==> src/rtl/vga_pkg.sv <==
// Shared VGA timing constants and elaboration-time helpers.
// Defaults describe 640x480@72 with a 832x520 raster.
package vga_pkg;

    localparam int DEF_H_ACTIVE = 640;
    localparam int DEF_H_FP     = 24;
    localparam int DEF_H_SYNC   = 40;
    localparam int DEF_H_BP     = 128;
    localparam int DEF_V_ACTIVE = 480;
    localparam int DEF_V_FP     = 9;
    localparam int DEF_V_SYNC   = 3;
    localparam int DEF_V_BP     = 28;

    typedef struct packed {
        logic hsync;
        logic vsync;
        logic de;
    } vga_disp_t;

    function automatic int axis_total(input int active, input int fp,
                                      input int sync, input int bp);
        return active + fp + sync + bp;
    endfunction

    function automatic int h_total(input int active, input int fp,
                                   input int sync, input int bp);
        return axis_total(active, fp, sync, bp);
    endfunction

    function automatic int v_total(input int active, input int fp,
                                   input int sync, input int bp);
        return axis_total(active, fp, sync, bp);
    endfunction

    function automatic bit vga_cfg_ok(input int cw, input int h_tot,
                                      input int v_tot, input int latency);
        return (h_tot - 1 < (1 << cw)) && (v_tot - 1 < (1 << cw)) &&
               (latency >= 0) && (latency <= 7);
    endfunction

endpackage

==> src/rtl/vga_timing_gen_axis_counter.sv <==
// One raster axis: wrapping position counter with active and sync region decode.
// wrap is a same-cycle strobe so it can step the next axis on the same edge.
module vga_axis_counter
    import vga_pkg::*;
#(
    parameter int ACTIVE = DEF_H_ACTIVE,
    parameter int FP     = DEF_H_FP,
    parameter int SYNC   = DEF_H_SYNC,
    parameter int BP     = DEF_H_BP,
    parameter int CW     = 11
) (
    input  logic          clk,
    input  logic          reset,
    input  logic          step,
    output logic [CW-1:0] count,
    output logic          wrap,
    output logic          active,
    output logic          sync_raw
);

    localparam int            TOTAL   = axis_total(ACTIVE, FP, SYNC, BP);
    localparam logic [CW-1:0] LAST    = CW'(TOTAL - 1);
    localparam logic [CW-1:0] ACT_END = CW'(ACTIVE);
    localparam logic [CW-1:0] SYNC_LO = CW'(ACTIVE + FP);
    localparam logic [CW-1:0] SYNC_HI = CW'(ACTIVE + FP + SYNC);

    logic [CW-1:0] r_count;
    logic          w_at_last;

    assign w_at_last = (r_count == LAST);

    always_ff @(posedge clk) begin
        if (reset) begin
            r_count <= '0;
        end else if (step) begin
            r_count <= w_at_last ? '0 : r_count + CW'(1);
        end
    end

    assign count    = r_count;
    assign wrap     = step && w_at_last;
    assign active   = (r_count < ACT_END);
    assign sync_raw = (r_count >= SYNC_LO) && (r_count < SYNC_HI);

endmodule

==> src/rtl/vga_timing_gen.sv <==
// VGA raster timing: fetch-side coordinates and strobes, plus display-side
// sync/de delayed by LATENCY pixel strobes and one output register.
module vga_timing_gen
    import vga_pkg::*;
#(
    parameter int   H_ACTIVE  = DEF_H_ACTIVE,
    parameter int   H_FP      = DEF_H_FP,
    parameter int   H_SYNC    = DEF_H_SYNC,
    parameter int   H_BP      = DEF_H_BP,
    parameter int   V_ACTIVE  = DEF_V_ACTIVE,
    parameter int   V_FP      = DEF_V_FP,
    parameter int   V_SYNC    = DEF_V_SYNC,
    parameter int   V_BP      = DEF_V_BP,
    parameter logic HSYNC_POL = 1'b0,
    parameter logic VSYNC_POL = 1'b0,
    parameter int   LATENCY   = 2,
    parameter int   CW        = 11,
    parameter int   FCW       = 8
) (
    input  logic           px_clk,
    input  logic           reset,
    input  logic           ce,
    output logic [CW-1:0]  x,
    output logic [CW-1:0]  y,
    output logic           pre_active,
    output logic           line_start,
    output logic           frame_start,
    output logic [FCW-1:0] frame_count,
    output logic           hsync,
    output logic           vsync,
    output logic           de
);

    localparam int        H_TOTAL   = h_total(H_ACTIVE, H_FP, H_SYNC, H_BP);
    localparam int        V_TOTAL   = v_total(V_ACTIVE, V_FP, V_SYNC, V_BP);
    localparam vga_disp_t DISP_IDLE = '{hsync: ~HSYNC_POL, vsync: ~VSYNC_POL, de: 1'b0};

    if (!vga_cfg_ok(CW, H_TOTAL, V_TOTAL, LATENCY)) begin : g_bad_cfg
        $error("vga_timing_gen: CW too narrow for raster or LATENCY outside 0..7");
    end

    logic [CW-1:0]  w_x, w_y;
    logic           w_h_wrap, w_v_wrap;
    logic           w_h_active, w_v_active;
    logic           w_h_sync_raw, w_v_sync_raw;
    vga_disp_t      w_raw, w_tail, r_out;
    logic [FCW-1:0] r_frame_count;

    vga_axis_counter #(
        .ACTIVE(H_ACTIVE), .FP(H_FP), .SYNC(H_SYNC), .BP(H_BP), .CW(CW)
    ) u_h_axis (
        .clk      (px_clk),
        .reset    (reset),
        .step     (ce),
        .count    (w_x),
        .wrap     (w_h_wrap),
        .active   (w_h_active),
        .sync_raw (w_h_sync_raw)
    );

    vga_axis_counter #(
        .ACTIVE(V_ACTIVE), .FP(V_FP), .SYNC(V_SYNC), .BP(V_BP), .CW(CW)
    ) u_v_axis (
        .clk      (px_clk),
        .reset    (reset),
        .step     (w_h_wrap),
        .count    (w_y),
        .wrap     (w_v_wrap),
        .active   (w_v_active),
        .sync_raw (w_v_sync_raw)
    );

    always_ff @(posedge px_clk) begin
        if (reset) begin
            r_frame_count <= '0;
        end else if (w_v_wrap) begin
            r_frame_count <= r_frame_count + FCW'(1);
        end
    end

    always_comb begin
        w_raw.hsync = w_h_sync_raw ? HSYNC_POL : ~HSYNC_POL;
        w_raw.vsync = w_v_sync_raw ? VSYNC_POL : ~VSYNC_POL;
        w_raw.de    = w_h_active && w_v_active;
    end

    // The delay stages advance on ce only; the output register runs every clock.
    if (LATENCY == 0) begin : g_no_dly
        assign w_tail = w_raw;
    end else begin : g_dly
        vga_disp_t r_dly [LATENCY];

        always_ff @(posedge px_clk) begin
            if (reset) begin
                for (int i = 0; i < LATENCY; i++) r_dly[i] <= DISP_IDLE;
            end else if (ce) begin
                r_dly[0] <= w_raw;
                for (int i = 1; i < LATENCY; i++) r_dly[i] <= r_dly[i-1];
            end
        end

        assign w_tail = r_dly[LATENCY-1];
    end

    always_ff @(posedge px_clk) begin
        if (reset) begin
            r_out <= DISP_IDLE;
        end else begin
            r_out <= w_tail;
        end
    end

    assign x           = w_x;
    assign y           = w_y;
    assign pre_active  = w_raw.de;
    assign line_start  = ce && !reset && (w_x == '0);
    assign frame_start = ce && !reset && (w_x == '0) && (w_y == '0);
    assign frame_count = r_frame_count;
    assign hsync       = r_out.hsync;
    assign vsync       = r_out.vsync;
    assign de          = r_out.de;

endmodule

==> config.mk <==
export PLATFORM = sky130hd
export DESIGN_NAME = vga_timing_gen
export DESIGN_NICKNAME = d
export VERILOG_FILES = /design/src/rtl/vga_pkg.sv /design/src/rtl/vga_timing_gen_axis_counter.sv /design/src/rtl/vga_timing_gen.sv
export SDC_FILE = /design/constraint.sdc
export NUM_CORES = 1
export LEC_CHECK = 0
export BUFFER_PORTS_ARGS = -buffer_cell sky130_fd_sc_hd__buf_2
export CORE_MARGIN = 5
export CORE_UTILIZATION = 50
export DETAILED_ROUTE_END_ITERATION = 8
export PLACE_DENSITY = 0.74
export SLEW_MARGIN = 20
export SYNTH_ARGS = -nofsm -noshare
export SYNTH_HDL_FRONTEND = slang
export SYNTH_SLANG_ARGS = --single-unit
==> constraint.sdc <==
create_clock -name px_clk -period 2.8 [get_ports px_clk]
set_input_delay 0.14 -clock px_clk [delete_from_list [all_inputs] [get_ports px_clk]]
set_output_delay 0.14 -clock px_clk [all_outputs]
set_load 0.01 [all_outputs]
# Word-level counts from Yosys, hierarchy flattened
# Memory sizes are Yosys's and may differ from the RTL's. A register that Yosys moved wholly into a read port is not among the register bits.
# Index checks and enable logic that the tools add are counted.
# totals
word_cells	39
input_bits	3
out_inout_bits	36
n_memories	1
reg_bits	30
ram_bits	6
# mem_list
name	depth	width	read_ports	rd_ports_with_merged_regs	write_ports	line	text
g_dly.r_dly	2	3	2	1	2	vga_timing_gen.sv:91	vga_disp_t r_dly [LATENCY];
# classes
order_cmp	6
n_eq_ne	2
addsub	3
muxes	11
reduce_logical	11
bitwise_logic	2
# ops
operator	n
$add A11 B1 Y11 const B	2
$eq A11 B10 Y1 const B	2
$logic_not A11 Y1	2
$lt A11 B10 Y1 const B	2
$lt A11 B9 Y1 const B	2
$mux W11	2
$ge A11 B10 Y1 const B	1
$ge A11 B9 Y1 const B	1
$add A8 B1 Y8 const B	1
$logic_and A1 B1 Y1	8
$mux W1	7
$mux W3	2
$or A1 B1 Y1	2
$logic_not A1 Y1	1

# Logic depth before layout (Yosys ltp)
# logic_depth
depth_word	4
mapped_depth	6
mapped_depth_nobuf	5

# Modules after synthesis
# From an unflattened synthesis, not the netlist that was laid out.
# unflattened
cells_unflattened	196
hier_area_um2	1848.0
# by_module_without_submodules
module	instances	area_each_um2	seq_area_each_um2	cells_each
vga_timing_gen	1	705.7	400.4	67
vga_axis_counter at u_v_axis	1	576.8	220.2	63
vga_axis_counter at u_h_axis	1	565.5	220.2	66

# Worst setup path before layout
# Ideal clock, no wire load.
# synth_timing
path_kind	reg2reg
start	register u_h_axis.r_count[1] (netlist: u_h_axis.count[1])
end	register r_frame_count[5] (netlist: frame_count[5])
n_path_buf	1
t_arrival_ps	2081
path_slack_ps	598
synth_period_minus_slack_ps	2202
required_ps	2679
stages_incl_launch_ff	7
setup_time_ps	121
cell_sequence	dfxtp_1 > ha_1 > nand3_1 > or4_4 > clkbuf_1 > nor4_1 > mux2_2
# synth_via
elab_chain_cells	3
# synth_lines
item	line	text
start, declared	vga_timing_gen_axis_counter.sv:27	logic [CW-1:0] r_count;
start signal, assigned	vga_timing_gen_axis_counter.sv:36	r_count <= w_at_last ? '0 : r_count + CW'(1);
$eq A11 B10 Y1	vga_timing_gen_axis_counter.sv:30	assign w_at_last = (r_count == LAST);
$logic_and A1 B1 Y1 (2 in a row)	vga_timing_gen_axis_counter.sv:41	assign wrap = step && w_at_last;
end signal, assigned	vga_timing_gen.sv:77	r_frame_count <= r_frame_count + FCW'(1);
end, declared	vga_timing_gen.sv:47	logic [FCW-1:0] r_frame_count;
# Every way passes these cells.
# A chain may end at the register's enable or synchronous reset.

# Worst setup path in the final report
# layout_timing
start	register u_v_axis.r_count[3] (netlist: u_v_axis.count[3])
end	register r_frame_count[5] (netlist: frame_count[5])
# layout_via
elab_chain_cells	2
# layout_lines
item	line
start, declared	vga_timing_gen_axis_counter.sv:27
start signal, assigned	vga_timing_gen_axis_counter.sv:36
$eq A11 B10 Y1	vga_timing_gen_axis_counter.sv:30
$logic_and A1 B1 Y1	vga_timing_gen_axis_counter.sv:41
# Every way passes these cells.

==> run_results.csv <==
group,metric,value,unit
run_status,status,"complete, no violations",
worst_setup_path,reg2reg_to,"frame_count[5]",
global_routing,antenna_found_initial,0,
worst_setup_path,endpoint,"frame_count[5]",
logic_synthesis,ys.flop_type,"dfxtp_1",
logic_synthesis,synth_xor_area_frac,0.0323,
floorplan,die-area,5130,um^2
final_layout,area_delta_synth_final,17.5,%
logic_synthesis,synthSimpleGateAreaFrac,0.298,
worst_setup_path,crit_path_end_kind,"flip-flop",
sta,slew-limit-headroom,0.632,
clock_tree,htree_levels,2,
logic_synthesis,synth.distinct_cells,39,
sta,period_share,0.828,
routing,drtAntennaViolNets,0,
clock_tree,hold_buffers,0,
placed_design,place.gp.congestion,0.879,
logic_synthesis,syn_nets,219,
logic_synthesis,syn_inst,210,
worst_setup_path,critPathTopFamily,"simple AND/OR/NAND/NOR gates",
power_and_ir_drop,intPower,852,uW
worst_setup_path,cp_slowest_cell,"or4_4",
sta,hold_viol,0,
clock_tree,cts_max_path_buffers,2,
run,maxCapViolations,0,
clock_tree,clk_latency,290,ps
logic_synthesis,synth-compound-area-share,0.137,
sta,rsz0062_at_grt,"no",
final_layout,drive_above_1_share,0.229,
routing,wirelength,4170,um
routing,drtIter0Drc,101,
routing,vias,1730,
worst_setup_path,startpoint,"u_v_axis.count[3]",
worst_setup_path,arrival,2500,ps
sta,final_max_slew_viol_count,0,
final_layout,diodes,0,
logic_synthesis,netlist_area,1900,um^2
worst_setup_path,required,2980,ps
worst_setup_path,slowest_delay,590,ps
floorplan,io-pin-count,39,
min_path,hp-start,"ce",
clock_tree,cts-root-buf,"clkbuf_8",
global_routing,grt_pass1_wl,7230,um
placed_design,port_buffers,38,
power_and_ir_drop,p_switching,222,uW
power_and_ir_drop,power_density,482,nW/um^2
power_and_ir_drop,irDropWorstVdd,0.259,mV
worst_setup_path,rr_startpoint,"u_v_axis.count[3]",
sta,period_needed,2320,ps
power_and_ir_drop,p_sw_frac,0.207,
logic_synthesis,seq_area_frac_synth,0.443,
global_routing,grt_use_total,0.173,
logic_synthesis,synth_edf_count,6,
clock_tree,path_clk_slew,80,ps
logic_synthesis,avgSynthCellArea,9.03,um^2
global_routing,grt_max_degree,33,
floorplan,num_rows,22,
logic_synthesis,synth_fa_ha_area_frac,0.0396,
sta,tightest_slew,548,ps
global_routing,grt-ovfl-total,0,
sta,timing.fmax,431,MHz
worst_setup_path,critPathMaxFanout,15,
min_path,holdCritPathClass,"in -> reg",
routing,drc,0,
logic_synthesis,synth-async-reset-ratio,0,
clock_tree,post_cts_buffers,0,
sta,finalSetupViolCount,0,
logic_synthesis,synth_top_family_by_area,"simple AND/OR/NAND/NOR gates",
sta,finalSetupTns,0,ps
clock_tree,cts_buffers,5,
floorplan,initial_core_util,0.518,
clock_tree,post_cts_resize_count,0,
floorplan,dieWidth,71.6,um
global_routing,grt_pass1_vias,1542,
power_and_ir_drop,power_frac_comb,0.036,
logic_synthesis,synth_warnings,0,
worst_setup_path,cp_common_cell,"or4_4",
worst_setup_path,path_class,"reg -> reg",
worst_setup_path,rrSetupSlack,480,ps
floorplan,die_y,71.6,um
clock_tree,cts_sinks,39,
routing,drt_first_pass_iters,4,
worst_setup_path,crit_buf_inv,0,
clock_tree,cts_tree,"done",
worst_setup_path,worst-path-stages,4,
floorplan,core_area,3660,um^2
routing,routed_via_density,5.82,
worst_setup_path,start_kind,"flip-flop",
final_layout,nets,257,
power_and_ir_drop,clkPwrFrac,0.423,
logic_synthesis,synthMuxAreaShare,0.0119,
sta,finClkSkew,6.45,ps
logic_synthesis,synth-seq-cells,39,
power_and_ir_drop,seqPwrFrac,0.541,
routing,wire_per_inst,14.0,um
placed_design,dp_hpwl,2920,um
power_and_ir_drop,leakage,0.837,nW
worst_setup_path,rr_worst_depth,4,
worst_setup_path,worstPathCellList,"or4_4 -> or4_4 -> nor4_1 -> mux2_2",
sta,hold_slack,215,ps
==> tightest hold or removal path, delay by kind of cell <==
family                 cells  cell delay (ps)
XOR/XNOR                   1               60
buffers and inverters      1              130
AND/OR/NAND/NOR            2              150
==> routing by layer <==
layer  share of wire  up-vias  GRT usage
met5               0        -          0
met4           0.020        0     0.0626
met3           0.051        7     0.0533
met2            0.46       47      0.262
met1            0.46      812      0.232
li1                -      864          -
==> logic make-up (layout without fill, tap and decap cells) <==
group | count (synthesis) | count (layout)
compound gates | 44 | 44
xor+xnor | 7 | 7
fa+ha+maj | 6 | 6
buf+inv | 18 | 57
flops | 39 | 39
mux | 2 | 2
simple gates | 94 | 94
==> final cells by class <==
cell class	count	area, um^2
Clock buffer	5	68.8
Inverter	10	37.5
Timing Repair Buffer	39	198
Sequential cell	39	841
Fill cell	337	1430
Clock inverter	3	38.8
Tap cell	48	60.1
Multi-Input combinational cell	153	985
==> synth_stat cells, drive strengths merged, types with 7 or more instances <==
cell type,number,area [um^2]
a21oi,21,105
inv,10,37.5
nand4,7,43.8
or4,9,78.8
clkbuf,7,26.3
dfxtp,33,661
or3,9,56.3
nand2,13,48.8
nor3,10,50.1
o21ai,10,50.1
nand3,9,45.0
nor2,9,33.8
==> through the flow <==
step                      std cells  total power [mW]  instance area [um^2]   util  setup slack (ps)
after detailed placement        289             0.633                  2120  0.579               492
after CTS                       297              1.08                  2230  0.609               481
final                           297              1.07                  2230  0.609               481
after global placement          289             0.632                  2120  0.579               537
after global routing            297              1.11                  2230  0.609               398
after floorplan                 210             0.619                  1900      -               598
==> placed cells by master (no fill, tap or decap), drive strengths merged, types with 3 or more instances in the layout <==
cell type | synthesis | routed
buf | 1 | 39
dfxtp | 33 | 33
a21oi | 21 | 21
nand2 | 13 | 13
inv | 10 | 10
nor3 | 10 | 10
o21ai | 10 | 10
nor2 | 9 | 9
nand3 | 9 | 9
or3 | 9 | 9
or4 | 9 | 9
nand4 | 7 | 7
o31ai | 6 | 6
ha | 6 | 6
edfxtp | 6 | 6
nor4 | 6 | 6
clkbuf | 7 | 5
or2 | 4 | 4
xnor2 | 4 | 4
and3 | 3 | 3
and4 | 3 | 3
xor2 | 3 | 3
nor2b | 3 | 3
nand4b | 3 | 3
==> power by group through the flow <==
stage               sequential [mW]  clock [mW]  combinational (mW)
global route                  0.582       0.486              0.0426
detailed placement            0.594           0              0.0387
global placement              0.593           0              0.0384
finish                        0.581       0.455              0.0387
CTS                           0.581       0.465              0.0389
floorplan                     0.595           0              0.0231
==> state kept, by name (all words and copies together) (netlist names) <==
name,cells
de,1
frame_count,8
g_dly.r_dly,6
hsync,1
u_h_axis.count,11
u_v_axis.count,11
vsync,1
==> worst min path at each step <==
stage                     cells after the start  slack (ps)           endpoint
final                                         4         210  u_h_axis.count[2]
after detailed placement                      1         410              vsync
after floorplan                               3         340  u_h_axis.count[2]
after global placement                        1         410              vsync
after CTS                                     4         220  u_h_axis.count[2]
after global routing                          4         240  u_h_axis.count[2]
Note: power is estimated with default switching activity, not from simulation.
